<file path="src/rtl/train_brake_responder_if.sv">
// Brake responder signal bundle: decision inputs from the detector/speed controller
// and the registered speed/status outputs. Optional brake_events under TRAIN_BRAKE_EVENT_CNT_EN.
interface train_brake_responder_if;
  logic       brake_req;
  logic       alert;
  logic [7:0] target_speed;
  logic [7:0] cmd_speed;
  logic       brake_active;
  logic       stopped;
  logic [1:0] state;
`ifdef TRAIN_BRAKE_EVENT_CNT_EN
  logic [7:0] brake_events;

  modport master (
    output brake_req, alert, target_speed,
    input  cmd_speed, brake_active, stopped, state, brake_events
  );
  modport slave (
    input  brake_req, alert, target_speed,
    output cmd_speed, brake_active, stopped, state, brake_events
  );
`else
  modport master (
    output brake_req, alert, target_speed,
    input  cmd_speed, brake_active, stopped, state
  );
  modport slave (
    input  brake_req, alert, target_speed,
    output cmd_speed, brake_active, stopped, state
  );
`endif
endinterface

</file>
<file path="src/rtl/train_brake_responder.sv">
// Rate-limited commanded-speed generator with latched full-stop braking and a clear-hold
// before resuming. Define TRAIN_BRAKE_EVENT_CNT_EN to add the saturating brake_events counter.
module train_brake_responder #(
  parameter int unsigned DECEL_STEP = 5,
  parameter int unsigned ACCEL_STEP = 2,
  parameter int unsigned CLEAR_HOLD = 16
) (
  input  logic                           clk,
  input  logic                           rst,
  train_brake_responder_if.slave         bus
);

  localparam int unsigned CntW = $clog2(CLEAR_HOLD + 1);
  localparam logic [7:0] DecelStep = 8'(DECEL_STEP);
  localparam logic [7:0] AccelStep = 8'(ACCEL_STEP);
  localparam logic [CntW-1:0] ClearLast = CntW'(CLEAR_HOLD - 1);

  typedef enum logic [1:0] {
    StDrive = 2'b00,
    StBrake = 2'b01,
    StHold  = 2'b10
  } state_e;

  state_e          state_q;
  logic [7:0]      speed_q;
  logic            brake_active_q;
  logic            stopped_q;
  logic [CntW-1:0] clear_cnt_q;

  logic [7:0] up_gap, dn_gap, inc, dec_drv, dec_brk, brk_speed;

  // Gaps are only consumed on the side where they cannot wrap.
  assign up_gap    = bus.target_speed - speed_q;
  assign dn_gap    = speed_q - bus.target_speed;
  assign inc       = (up_gap < AccelStep) ? up_gap : AccelStep;
  assign dec_drv   = (dn_gap < DecelStep) ? dn_gap : DecelStep;
  assign dec_brk   = (speed_q < DecelStep) ? speed_q : DecelStep;
  assign brk_speed = speed_q - dec_brk;

`ifdef TRAIN_BRAKE_EVENT_CNT_EN
  logic [7:0] events_q;
  assign bus.brake_events = events_q;
`endif

  always_ff @(posedge clk) begin
    if (rst) begin
      state_q        <= StDrive;
      speed_q        <= 8'd0;
      brake_active_q <= 1'b0;
      stopped_q      <= 1'b0;
      clear_cnt_q    <= '0;
`ifdef TRAIN_BRAKE_EVENT_CNT_EN
      events_q       <= 8'd0;
`endif
    end else begin
      unique case (state_q)
        StDrive: begin
          if (bus.brake_req) begin
            speed_q     <= brk_speed;
            clear_cnt_q <= '0;
`ifdef TRAIN_BRAKE_EVENT_CNT_EN
            if (events_q != 8'hff) events_q <= events_q + 8'd1;
`endif
            if (brk_speed == 8'd0) begin
              state_q   <= StHold;
              stopped_q <= 1'b1;
            end else begin
              state_q        <= StBrake;
              brake_active_q <= 1'b1;
            end
          end else if (speed_q < bus.target_speed) begin
            if (!bus.alert) speed_q <= speed_q + inc;
          end else if (speed_q > bus.target_speed) begin
            speed_q <= speed_q - dec_drv;
          end
        end
        StBrake: begin
          speed_q <= brk_speed;
          if (brk_speed == 8'd0) begin
            state_q        <= StHold;
            brake_active_q <= 1'b0;
            stopped_q      <= 1'b1;
            clear_cnt_q    <= '0;
          end
        end
        StHold: begin
          speed_q <= 8'd0;
          if (bus.brake_req) begin
            clear_cnt_q <= '0;
          end else if (clear_cnt_q >= ClearLast) begin
            state_q     <= StDrive;
            stopped_q   <= 1'b0;
            clear_cnt_q <= '0;
          end else begin
            clear_cnt_q <= clear_cnt_q + CntW'(1);
          end
        end
        default: begin
          state_q        <= StDrive;
          speed_q        <= 8'd0;
          brake_active_q <= 1'b0;
          stopped_q      <= 1'b0;
          clear_cnt_q    <= '0;
        end
      endcase
    end
  end

  assign bus.cmd_speed    = speed_q;
  assign bus.brake_active = brake_active_q;
  assign bus.stopped      = stopped_q;
  assign bus.state        = state_q;

endmodule
</file>
<file path="src/flat_wrapper.sv">
// flat-port wrapper written by rule: the top's interface ports become plain ports
module train_brake_responder_flat 
#(
  parameter int unsigned DECEL_STEP = 5,
  parameter int unsigned ACCEL_STEP = 2,
  parameter int unsigned CLEAR_HOLD = 16
)
  (clk, rst, bus_brake_req, bus_alert, bus_target_speed, bus_cmd_speed, bus_brake_active, bus_stopped, bus_state);
  train_brake_responder_if bus_i ();
  input  logic clk;
  input  logic rst;
  input wire logic [$bits(bus_i.brake_req)-1:0] bus_brake_req;
  input wire logic [$bits(bus_i.alert)-1:0] bus_alert;
  input wire logic [$bits(bus_i.target_speed)-1:0] bus_target_speed;
  output wire logic [$bits(bus_i.cmd_speed)-1:0] bus_cmd_speed;
  output wire logic [$bits(bus_i.brake_active)-1:0] bus_brake_active;
  output wire logic [$bits(bus_i.stopped)-1:0] bus_stopped;
  output wire logic [$bits(bus_i.state)-1:0] bus_state;
  assign bus_i.brake_req = bus_brake_req;
  assign bus_i.alert = bus_alert;
  assign bus_i.target_speed = bus_target_speed;
  assign bus_cmd_speed = bus_i.cmd_speed;
  assign bus_brake_active = bus_i.brake_active;
  assign bus_stopped = bus_i.stopped;
  assign bus_state = bus_i.state;
  train_brake_responder #(.DECEL_STEP(DECEL_STEP), .ACCEL_STEP(ACCEL_STEP), .CLEAR_HOLD(CLEAR_HOLD)) u_core (.clk(clk), .rst(rst), .bus(bus_i));
endmodule
</file>
<file path="config.mk">
export PLATFORM = sky130hd
export DESIGN_NAME = train_brake_responder_flat
export DESIGN_NICKNAME = d
export VERILOG_FILES = /design/src/rtl/train_brake_responder_if.sv /design/src/rtl/train_brake_responder.sv /design/src/flat_wrapper.sv
export SDC_FILE = /design/constraint.sdc
export NUM_CORES = 1
export LEC_CHECK = 0
export ABC_AREA = 1
export BUFFER_PORTS_ARGS = -buffer_cell sky130_fd_sc_hd__buf_2
export CAP_MARGIN = 0
export CORE_MARGIN = 5
export CORE_UTILIZATION = 60
export DETAILED_ROUTE_END_ITERATION = 8
export PLACE_DENSITY_LB_ADDON = 0.15
export SLEW_MARGIN = 30
export SYNTH_ARGS = -nofsm -noshare
export SYNTH_HDL_FRONTEND = slang
export SYNTH_SLANG_ARGS = --single-unit
</file>
<file path="constraint.sdc">
create_clock -name clk -period 4.13 [get_ports clk]
set_clock_uncertainty 0.1 [all_clocks]
set_input_delay 0.6195 -clock clk [delete_from_list [all_inputs] [get_ports clk]]
set_output_delay 0.6195 -clock clk [all_outputs]
set_load 0.02 [all_outputs]
</file>
==> impl_metrics.toml <==
[yosys]
synth_top_cell_by_area = "dfxtp_1"
most_common_cell_in_the_netlist = "nand2_1"
postSynth.asyncResetShare_pct = 0
yosys_warnings = 0
post_synth_inst_count = 365
synth.avg_cell_area_um2 = 6.36
synth-seq-cells = 17
synth_ff_type = "dfxtp_1"
yosys-top-cells-count = "nand2_1, inv_1, nand3_1, ha_1, nor2_1"
synth_area_um2 = 2320
synth_seq_area_share_pct = 14.7
number_of_enable_type_register_cells_in_the_synthesized_netlist = 0
synth_fp_nets = 406
synth_largest_type_area_fraction_pct = 14.7
synth.area.top_cells = "dfxtp_1, ha_1, nand2_1"
synth.lib_cells_used.distinct = 40

[die]
fp.dieW_um = 72.2
initial_cell_density_of_the_core_pct = 62.5
floorplan.rows = 22
die_h_um = 72.2
fp.dieArea_um2 = 5210
floorplan.core_area_um2 = 3720
boundaryPins = 24

[final_layout]
drive_gt1_share_pct = 20.9
final_design_area_no_fill_um2 = 2600
area_growth_syn_to_fin_pct = 11.9
antenna_cells_inserted = 0
fin_cells = 446
finalNetCount = 440
filler_cell_count = 334

[placed_design]
detailed_place.area_um2 = 2550
place_ws_ps = 120
gp_congestion = 0.923
placed_cells = 442
io_buffer_count = 23
dp_hpwl_mm = 5.01

[worst_setup_path]
timing.critical_path.arrival_ps = 3880
worstReg2RegStart = "u_core.bus.cmd_speed[0]"
cp_max_fo = 3
timing.critical_path.to = "u_core.bus.cmd_speed[6]"
startpoint = "bus_target_speed[0]"
worstReg2RegEnd = "u_core.bus.cmd_speed[6]"
timing_worst_setup_path_type = "in -> reg"
crit_path_start_kind = "primary input"
setup.worst_path.end_class = "flop"
worstPathRequired_ps = 4220
rr_worst_depth = 23
worst_setup_slack_for_register_to_register_paths_ps = 400

[clock_tree]
tritoncts.num_buffers = 3
ctsHtreeMaxLevel = 1
cts_max_path_buffers = 2
worstSkewPairLatency_ps = 260
postCtsSetupRepairBufs = 0
ctsRootBufferMaster = "clkbuf_8"
clkSlewWorstSetupHoldPaths_ps = 70
clock_sink_count = 17
cts_tree = "done"

[drt]
drt_pass1_iterations = 4
drt-vias-per-instance = 5.47
routed_wl_mm = 6.00
post_drt_antenna_nets = 0
wl_per_cell_um = 13.5
initialDrtViolationCount = 180
drt_drc_violations_left = 0
num_vias = 2439

[pwr]
clockPowerShare_pct = 7.2
share_seq_of_total_power_pct = 13.4
total_switching_power_mw = 1.01
cellInternalPower_mw = 0.781
report.power.total_mw = 1.79
power.switching_fraction_pct = 56.4
reported_leakage_power_nw = 1.43
comb_power_share_pct = 79.4
p_per_area_nw_per_um2 = 689
ir_drop_mv = 0.324

[global_routing]
grt_antenna_before_repair = 0
grt_first_pass_wirelength_mm = 10.2
gr-total-overflow = 0
largest_net_degree_at_the_start_of_global_routing = 11
first_global_vias = 2341
groute.usage.overall_pct = 24.0

[worst_hold_path]
worst_hold_path_type = "reg -> reg"
timing.hold.worst_path_depth = 2

[timing]
final_hold_viols = 0
setup_repair_after_global_routing_missed_its_margin = "false"
worst_path_setup_slack_after_routing_ps = 332
rel_slew_slack_pct = 73.7
max_slew.worst_pin.slew_ps = 395
maxSlewViolCount = 0
final-setup-viol-count = 0
fin_crit_ps = 3800
fin_crit_sh_pct = 92.0
max_clock_freq_mhz = 263
timing.setup.tns_ps = 0

[job]
max_cap_violations = 0

[outcome]
run_status = "completed"
placed cells by master (no fill, tap or decap), types with 2 or more instances in the layout:
| master | synthesis | final |
|---|---|---|
| buf_4 | 2 | 11 |
| a21oi_2 | 5 | 5 |
| a21oi_1 | 19 | 19 |
| o21ai_0 | 12 | 12 |
| nand3_1 | 28 | 28 |
| nor2_1 | 25 | 25 |
| or2_2 | 2 | 2 |
| clkbuf_8 | 0 | 3 |
| buf_2 | 2 | 23 |
| fa_1 | 3 | 3 |
| dfxtp_1 | 17 | 16 |
| nand2_4 | 3 | 3 |
| xnor2_1 | 2 | 2 |
| nand3_4 | 2 | 2 |
| inv_1 | 59 | 59 |
| nor2_4 | 2 | 2 |
| nand3b_1 | 2 | 2 |
| a31oi_1 | 4 | 4 |
| nor3_1 | 6 | 6 |
| xor2_1 | 8 | 8 |
| nor2_2 | 4 | 4 |
| nand2_1 | 82 | 82 |
| ha_1 | 26 | 26 |
| nand2_2 | 16 | 16 |
| o21ai_1 | 6 | 6 |
| nand4_1 | 8 | 8 |
| inv_2 | 6 | 6 |
what timing repair did:
action	CTS	global route
setup endpoints to repair	0	2
gates resized for setup	0	1
hold buffers	0	0
through the flow:
stage          hold slack [ps]  util (%)
5_1_grt                    400      69.9
6_report                   367      69.9
3_5_place_dp               356      68.6
2_1_floorplan              344         -
4_1_cts                    369      69.9
3_3_place_gp               353      68.6
area by class of cell:
type / instances / area, µm² / share of cell area, %
flip-flops and latches: 17 / 342 / 13.2
clock buffers: 3 / 41.3 / 1.59
clock inverters: 1 / 5.00 / 0.193
well taps: 48 / 60.1 / 2.31
multi-input cells: 278 / 1710 / 65.8
repair buffers: 34 / 198 / 7.61
inverters: 65 / 244 / 9.39
logic make-up (layout without fill, tap and decap cells):
group | Yosys count | count (layout) | synth area share (%)
and+or+nand+nor | 183 | 183 | 38.5
DFF | 17 | 17 | 14.7
AOI/OAI and AO/OA | 56 | 56 | 14.7
adders and majority gates | 29 | 29 | 16.6
buffers and inverters | 70 | 103 | 11.8
xor gates and xnor gates | 10 | 10 | 3.77
routing by layer:
layer | vias up | wire [µm] | GRT usage (%)
li1 | 1245 | - | -
met1 | 1124 | 2770 | 30.8
met2 | 60 | 2860 | 41.2
met3 | 10 | 280 | 3.88
met4 | 0 | 89 | 7.10
met5 | - | 0 | 0
worst max-delay path: stages:
cell and delay [ps]:
buf_2 90, inv_1 40, ha_1 200, fa_1 410, inv_1 90, nand3_1 80, nand2_1 90, nand2_1 60
nand2_1 60, nand3_1 110, nor4_2 190, nand2_1 110, ha_1 290, nand2_1 40, o21ai_1 70, inv_1 80
fa_1 420, nand3_1 90, nand3_1 100, nand2_1 80, nand2_1 50, a21oi_1 160, xnor2_1 140, a21oi_1 80
a21oi_1 130
sequential cells by signal, summed over array words and instances, names as in the netlist:
name / cells
u_core.bus.cmd_speed: 8
u_core.clear_cnt_q: 5
u_core.bus.state: 2
u_core.bus.brake_active: 1
u_core.bus.stopped: 1
how the worst min path moves through the flow:
stage | startpoint | endpoint
detailed placement | u_core.clear_cnt_q[4] | u_core.clear_cnt_q[4]
floorplan | u_core.clear_cnt_q[3] | u_core.clear_cnt_q[3]
global placement | u_core.clear_cnt_q[4] | u_core.clear_cnt_q[4]
CTS | u_core.clear_cnt_q[4] | u_core.clear_cnt_q[4]
global route | u_core.clear_cnt_q[3] | u_core.clear_cnt_q[3]
finish | u_core.clear_cnt_q[4] | u_core.clear_cnt_q[4]
power groups by stage:
stage / registers, mW / logic [mW] / clock network (mW)
finish: 0.240 / 1.42 / 0.128
global route: 0.247 / 1.59 / 0.140
CTS: 0.239 / 1.41 / 0.129
detailed placement: 0.243 / 1.40 / 0
global placement: 0.243 / 1.38 / 0
floorplan: 0.311 / 1.00 / 0
No activity file was read; power rests on OpenSTA's default activity.
